`src/rtl/score_seg_driver.sv`:
```
// Four-digit common-anode scan driver: player letter, blank, tens, ones.
// Optional macro BLINK_EN blinks the player digit for BLINK_FRAMES frames after a player change.
module score_seg_driver #(
  parameter int REFRESH_DIV  = 100000,
  parameter int CNT_W        = 17,
  parameter int BLINK_FRAMES = 64
) (
  input  logic       clk,
  input  logic       rst,
  input  logic [3:0] ones,
  input  logic [3:0] tens,
  input  logic [2:0] thousands,
  output logic [3:0] an,
  output logic [6:0] seg,
  output logic       dp,
  output logic       frame_start
);

  logic [CNT_W-1:0] div;
  logic [1:0]       idx;
  logic [3:0]       snap_ones;
  logic [3:0]       snap_tens;
  logic [2:0]       player;
  logic [6:0]       digit_seg;
  logic             term;
  logic             wrap;
  logic             blank3;

  assign term = (div == CNT_W'(REFRESH_DIV - 1));
  assign wrap = term && (idx == 2'd3);
  assign dp   = 1'b1;

  function automatic logic [6:0] bcd_seg(input logic [3:0] v);
    case (v)
      4'd0:    bcd_seg = 7'b1000000;
      4'd1:    bcd_seg = 7'b1111001;
      4'd2:    bcd_seg = 7'b0100100;
      4'd3:    bcd_seg = 7'b0110000;
      4'd4:    bcd_seg = 7'b0011001;
      4'd5:    bcd_seg = 7'b0010010;
      4'd6:    bcd_seg = 7'b0000010;
      4'd7:    bcd_seg = 7'b1111000;
      4'd8:    bcd_seg = 7'b0000000;
      4'd9:    bcd_seg = 7'b0010000;
      default: bcd_seg = 7'b0000110;
    endcase
  endfunction

`ifdef BLINK_EN
  localparam int BW = ($clog2(BLINK_FRAMES + 1) < 3) ? 3 : $clog2(BLINK_FRAMES + 1);
  logic [BW-1:0] blink_cnt;

  // Counter steps once per frame, at the same wrap that takes the snapshot.
  always_ff @(posedge clk or posedge rst) begin
    if (rst) begin
      blink_cnt <= '0;
    end else if (wrap) begin
      if (thousands != player) blink_cnt <= BW'(BLINK_FRAMES);
      else if (blink_cnt != '0) blink_cnt <= blink_cnt - 1'b1;
    end
  end

  assign blank3 = (blink_cnt != '0) && blink_cnt[2];
`else
  assign blank3 = 1'b0;
`endif

  always_comb begin
    digit_seg = 7'h7F;
    case (idx)
      2'd0: digit_seg = bcd_seg(snap_ones);
      2'd1: digit_seg = (snap_tens == 4'd0) ? 7'h7F : bcd_seg(snap_tens);
      2'd2: digit_seg = 7'h7F;
      default: begin
        case (player)
          3'b100:  digit_seg = 7'b0001000;
          3'b010:  digit_seg = 7'b0000011;
          3'b001:  digit_seg = 7'b1000110;
          default: digit_seg = 7'b0111111;
        endcase
        if (blank3) digit_seg = 7'h7F;
      end
    endcase
  end

  always_ff @(posedge clk or posedge rst) begin
    if (rst) begin
      div         <= '0;
      idx         <= 2'd0;
      snap_ones   <= 4'd0;
      snap_tens   <= 4'd0;
      player      <= 3'b000;
      frame_start <= 1'b0;
      an          <= 4'b1111;
      seg         <= 7'h7F;
    end else begin
      if (term) begin
        div <= '0;
        idx <= idx + 2'd1;
      end else begin
        div <= div + 1'b1;
      end
      frame_start <= wrap;
      // Tear-free: the bus is only looked at on the frame boundary.
      if (wrap) begin
        snap_ones <= ones;
        snap_tens <= tens;
        player    <= thousands;
      end
      an  <= ~(4'b0001 << idx);
      seg <= digit_seg;
    end
  end

endmodule
```
`config.mk`:
```
export PLATFORM = sky130hd
export DESIGN_NAME = score_seg_driver
export DESIGN_NICKNAME = d
export VERILOG_FILES = /design/src/rtl/score_seg_driver.sv
export SDC_FILE = /design/constraint.sdc
export NUM_CORES = 1
export LEC_CHECK = 0
export BUFFER_PORTS_ARGS = -buffer_cell sky130_fd_sc_hd__buf_2
export CAP_MARGIN = 20
export CORE_UTILIZATION = 60
export CTS_CLUSTER_DIAMETER = 80
export DETAILED_ROUTE_END_ITERATION = 6
export PLACE_DENSITY_LB_ADDON = 0.1
export RECOVER_POWER = 100
export SLEW_MARGIN = 20
export SYNTH_ARGS = -nofsm -noshare
export SYNTH_HDL_FRONTEND = slang
export SYNTH_SLANG_ARGS = --single-unit
```
`constraint.sdc`:
```
create_clock -name clk -period 4.15 [get_ports clk]
set_input_delay 0.83 -clock clk [delete_from_list [all_inputs] [get_ports clk]]
set_output_delay 0.83 -clock clk [all_outputs]
set_load 0.02 [all_outputs]
```
==> summary by stage <==
Global routing
The total grt overflow is 0. The via count of the first global-routing pass is 1521. The first global-routing pass estimated 7.196 mm of wire. The pin count of the biggest net entering global routing is 30. In the global route stage, overall resource usage came out at 0.2300. The initial antenna violation count was 0.

Yosys
Of the synthesized area, sequential elements account for 0.4517. The synthesized netlist contains 49 unique library cells. A synthesized cell averages 10.62 sq um. The main flop type after synthesis is sky130_fd_sc_hd__dfrtp_1.

The share of flip-flops with an asynchronous set or reset after synthesis is 1.000. Yosys mapped a number of flops with a built-in enable equal to 0. Synthesis produced a netlist with a net count of 252. The Yosys warning count is 0. The combined area of all synthesized cells is 0.002357 sq mm. The synthesized netlist cell count is 222. The flip-flop and latch count after synthesis is 42.

Run
Across the run, the number of max-cap violations was 1.

Route
The routed wire length is 4.270 mm. For this block, the via count after detailed routing is 1660. In the detailed route, the total length drawn on met2 is 1.818 mm. The number of optimization iterations in the first detailed-route pass is 4. After the first detailed-routing iteration, the DRC count stood at 101. The highest routing layer actually used is met4. After detailed routing, the average wire length per cell comes to 14.52 um. After detailed routing, the wire length on met1 is 2.228 mm. After detailed routing, the number of vias per cell comes to 5.646. The count of nets left with antenna violations once routing finished came out at 0. In the routed design, unresolved DRC markers number 0. Wire segments on met3 add up to 190 um in the final route.

Die
The die boundary height is 64.68 um. The effective utilization at floorplan is 0.6343. The area inside the core boundary is 0.003716 sq mm. The number of I/O pins is 26. The floorplan has 22 rows. The die covers 0.004184 sq mm. The floorplan die width is 64.68 um.

Critical path
In this run the critical register-to-register path is launched from div[0]. The type of element launching the critical path is an input pin. The signal on the critical path passes through buf_2 > inv_1 > clkbuf_1. The nature of the critical path endpoint is an asynchronous set/reset pin. The cell type group with the largest total delay on the critical path is buffers and inverters. The worst setup path startpoint is rst. The signal arrival time at the worst endpoint is 2470 ps. The largest driver fanout on the critical path is 29. The critical path's slowest cell is sky130_fd_sc_hd__clkbuf_1.

The worst setup path category is input pin to asynchronous set/reset pin. The data required time of the critical path is 4290 ps. The total buffers and inverters traversed by the critical path is 3. In this design, the stage delay of the slowest critical-path cell is 1150 ps.

Layout
The final cell utilization of the core is 0.6737. The library cells used most frequently in the layout, excluding fill and tap cells, are sky130_fd_sc_hd__dfrtp_1 (31), sky130_fd_sc_hd__ha_1 (17), sky130_fd_sc_hd__o21ai_0 (15), sky130_fd_sc_hd__nor2_1 (15). The final-stage net count is 275. The area added between synthesis and finish is 6.210%.

The post-route non-filler standard cell count is 294. After filler insertion, the fill cell instance count of the layout stands at 316. The most common cell after layout, fill and taps aside is sky130_fd_sc_hd__dfrtp_1. The ratio of cells with drive above 1 in the final layout is 0.1585. The antenna cell count is 0.

Clock tree
The post-cts gate resize count is 0. After clock tree synthesis, the clock-pin slew on the worst setup and hold paths is 80 ps. CTS saw 42 sinks. The clock passes through at most 2 buffers.

The total CTS buffers is 5. The clock reaches the later pin of the worst-skew pair after 290 ps. The CTS tree is done.

Post-CTS timing repair inserted 0 buffers for setup. The CTS root buffer is sky130_fd_sc_hd__clkbuf_8. The H-tree depth is 2. For this design, the CTS-stage hold fixing added 0 buffers.

STA
For this run, the top clock speed supported by timing is 0.4302 GHz. The count of final hold-check violations is 0. Setup slack closes at 1826 ps.

The final-report max-slew violation count is 29. The clock period could shrink to 2324 ps. For the pin with the worst max-slew slack, the measured transition is 1503 ps. The clock skew is 2.782 ps. Dividing the final minimum period by the clock period gives 0.5601. Setup violations remaining at the end of the flow were counted as 0. The setup total negative slack is 0 ps.

Setup repair after global routing left no endpoint under its margin. The remaining max-slew budget at the tightest pin is -0.001760.

Pwr
For this design the ratio of total power to cell area is 292.0 mW/mm^2. The design draws 731.2 uW. The worst vdd rail ir drop is 0.1627 mV. The static power due to leakage is 1.113 nW.

Place
The number of placed instances, taps included, is 286. The post-detailed-placement half-perimeter wirelength is 3.148 mm. At the placement stage, the worst setup path has a slack of 1985 ps. At the end of routability-driven placement, the weighted congestion stood at 0.8734. During placement, the flow inserted port buffers numbering 24.

Worst hold path
The startpoint identified for the worst hold timing path is div[0]. The min-delay analysis places its worst path in the category flip-flop to flip-flop.

Run status
The final reports fail on capacitance limit, slew limit. The run finished, with violations left.
==> layout make-up <==
type / instances / area (sq um) / area share
multi-input cells: 158 / 1126 / 0.4498
well taps: 48 / 60.06 / 0.02399
inverters: 13 / 48.80 / 0.01949
flip-flops and latches: 42 / 1065 / 0.4253
clock buffers: 6 / 82.58 / 0.03298
repair buffers: 25 / 108.9 / 0.04348
clock inverters: 2 / 12.51 / 0.004998
==> power by group <==
group	switching [mW]	total [mW]	internal (mW)	leakage, nW
combinational	0.0216	0.0357	0.0142	0.575
clock	0.139	0.273	0.134	0.0472
sequential	0.00589	0.423	0.417	0.491
==> synth_stat cells, types with 2 or more instances <==
| library cell | n | share of area |
|---|---|---|
| sky130_fd_sc_hd__dfrtp_1 | 31 | 0.33 |
| sky130_fd_sc_hd__o31a_1 | 2 | 0.0074 |
| sky130_fd_sc_hd__o22ai_1 | 3 | 0.0080 |
| sky130_fd_sc_hd__or3_1 | 2 | 0.0053 |
| sky130_fd_sc_hd__mux2i_1 | 2 | 0.0085 |
| sky130_fd_sc_hd__nand4_1 | 5 | 0.013 |
| sky130_fd_sc_hd__buf_2 | 3 | 0.0064 |
| sky130_fd_sc_hd__inv_1 | 13 | 0.021 |
| sky130_fd_sc_hd__xnor2_1 | 8 | 0.030 |
| sky130_fd_sc_hd__a2111oi_0 | 2 | 0.0074 |
| sky130_fd_sc_hd__nand3_1 | 10 | 0.021 |
| sky130_fd_sc_hd__and4_1 | 3 | 0.011 |
| sky130_fd_sc_hd__nand2b_1 | 6 | 0.016 |
| sky130_fd_sc_hd__buf_4 | 3 | 0.0096 |
| sky130_fd_sc_hd__and4_4 | 2 | 0.0096 |
| sky130_fd_sc_hd__nand2_1 | 10 | 0.016 |
| sky130_fd_sc_hd__o31ai_1 | 2 | 0.0064 |
| sky130_fd_sc_hd__o21ai_0 | 15 | 0.032 |
| sky130_fd_sc_hd__nor4_1 | 2 | 0.0053 |
| sky130_fd_sc_hd__nor2b_1 | 5 | 0.013 |
| sky130_fd_sc_hd__mux2_4 | 5 | 0.032 |
| sky130_fd_sc_hd__clkbuf_1 | 3 | 0.0048 |
| sky130_fd_sc_hd__xor2_1 | 8 | 0.030 |
| sky130_fd_sc_hd__nor3b_1 | 3 | 0.0096 |
| sky130_fd_sc_hd__dfstp_2 | 11 | 0.12 |
| sky130_fd_sc_hd__ha_1 | 17 | 0.090 |
| sky130_fd_sc_hd__a21oi_1 | 10 | 0.021 |
| sky130_fd_sc_hd__nor2_1 | 15 | 0.024 |
==> cell families (layout without fill, tap and decap cells) <==
kind of cell    after synthesis  after routing  share of synthesized area
mux                           7              7                    0.04034
flops                        42             42                     0.4517
fa+ha+maj                    17             17                    0.09023
compound gates               43             43                     0.1125
other cells                   1              1                   0.001591
xor+xnor                     16             16                    0.05945
buf+inv                      22             46                    0.04140
simple gates                 74             74                     0.2028
==> registers in the layout, indices dropped and copies added, names as in the netlist <==
signal	count
div	17
seg	7
an	4
snap_ones	4
snap_tens	4
player	3
idx	2
frame_start	1
==> layer usage <==
metal / vias to the layer above / GRT usage
met3: 4 / 0.03873
met5: - / 0
met2: 44 / 0.3316
met4: 0 / 0.09167
li1: 823 / -
met1: 789 / 0.3421
==> through the flow <==
| stage | cell area, sq um | hold WS (ps) |
|---|---|---|
| 3_5_place_dp | 2496 | 491.2 |
| 4_1_cts | 2591 | 502.4 |
| 5_1_grt | 2504 | 541.0 |
| 6_report | 2504 | 499.7 |
| 2_1_floorplan | 2357 | 452.4 |
| 3_3_place_gp | 2496 | 468.5 |
==> worst paths after layout <==
check                      slack, ps      endpoint  cells past startpoint
hold reg to reg                  500        div[0]                      1
hold / removal                   500        div[0]                      1
min in group asynchronous        560       div[15]                      2
max in group clk                1860  snap_ones[1]                      5
setup / recovery                1830  snap_ones[0]                      3
setup reg to reg                1860  snap_ones[1]                      5
Note: power is estimated with default switching activity, not from simulation.
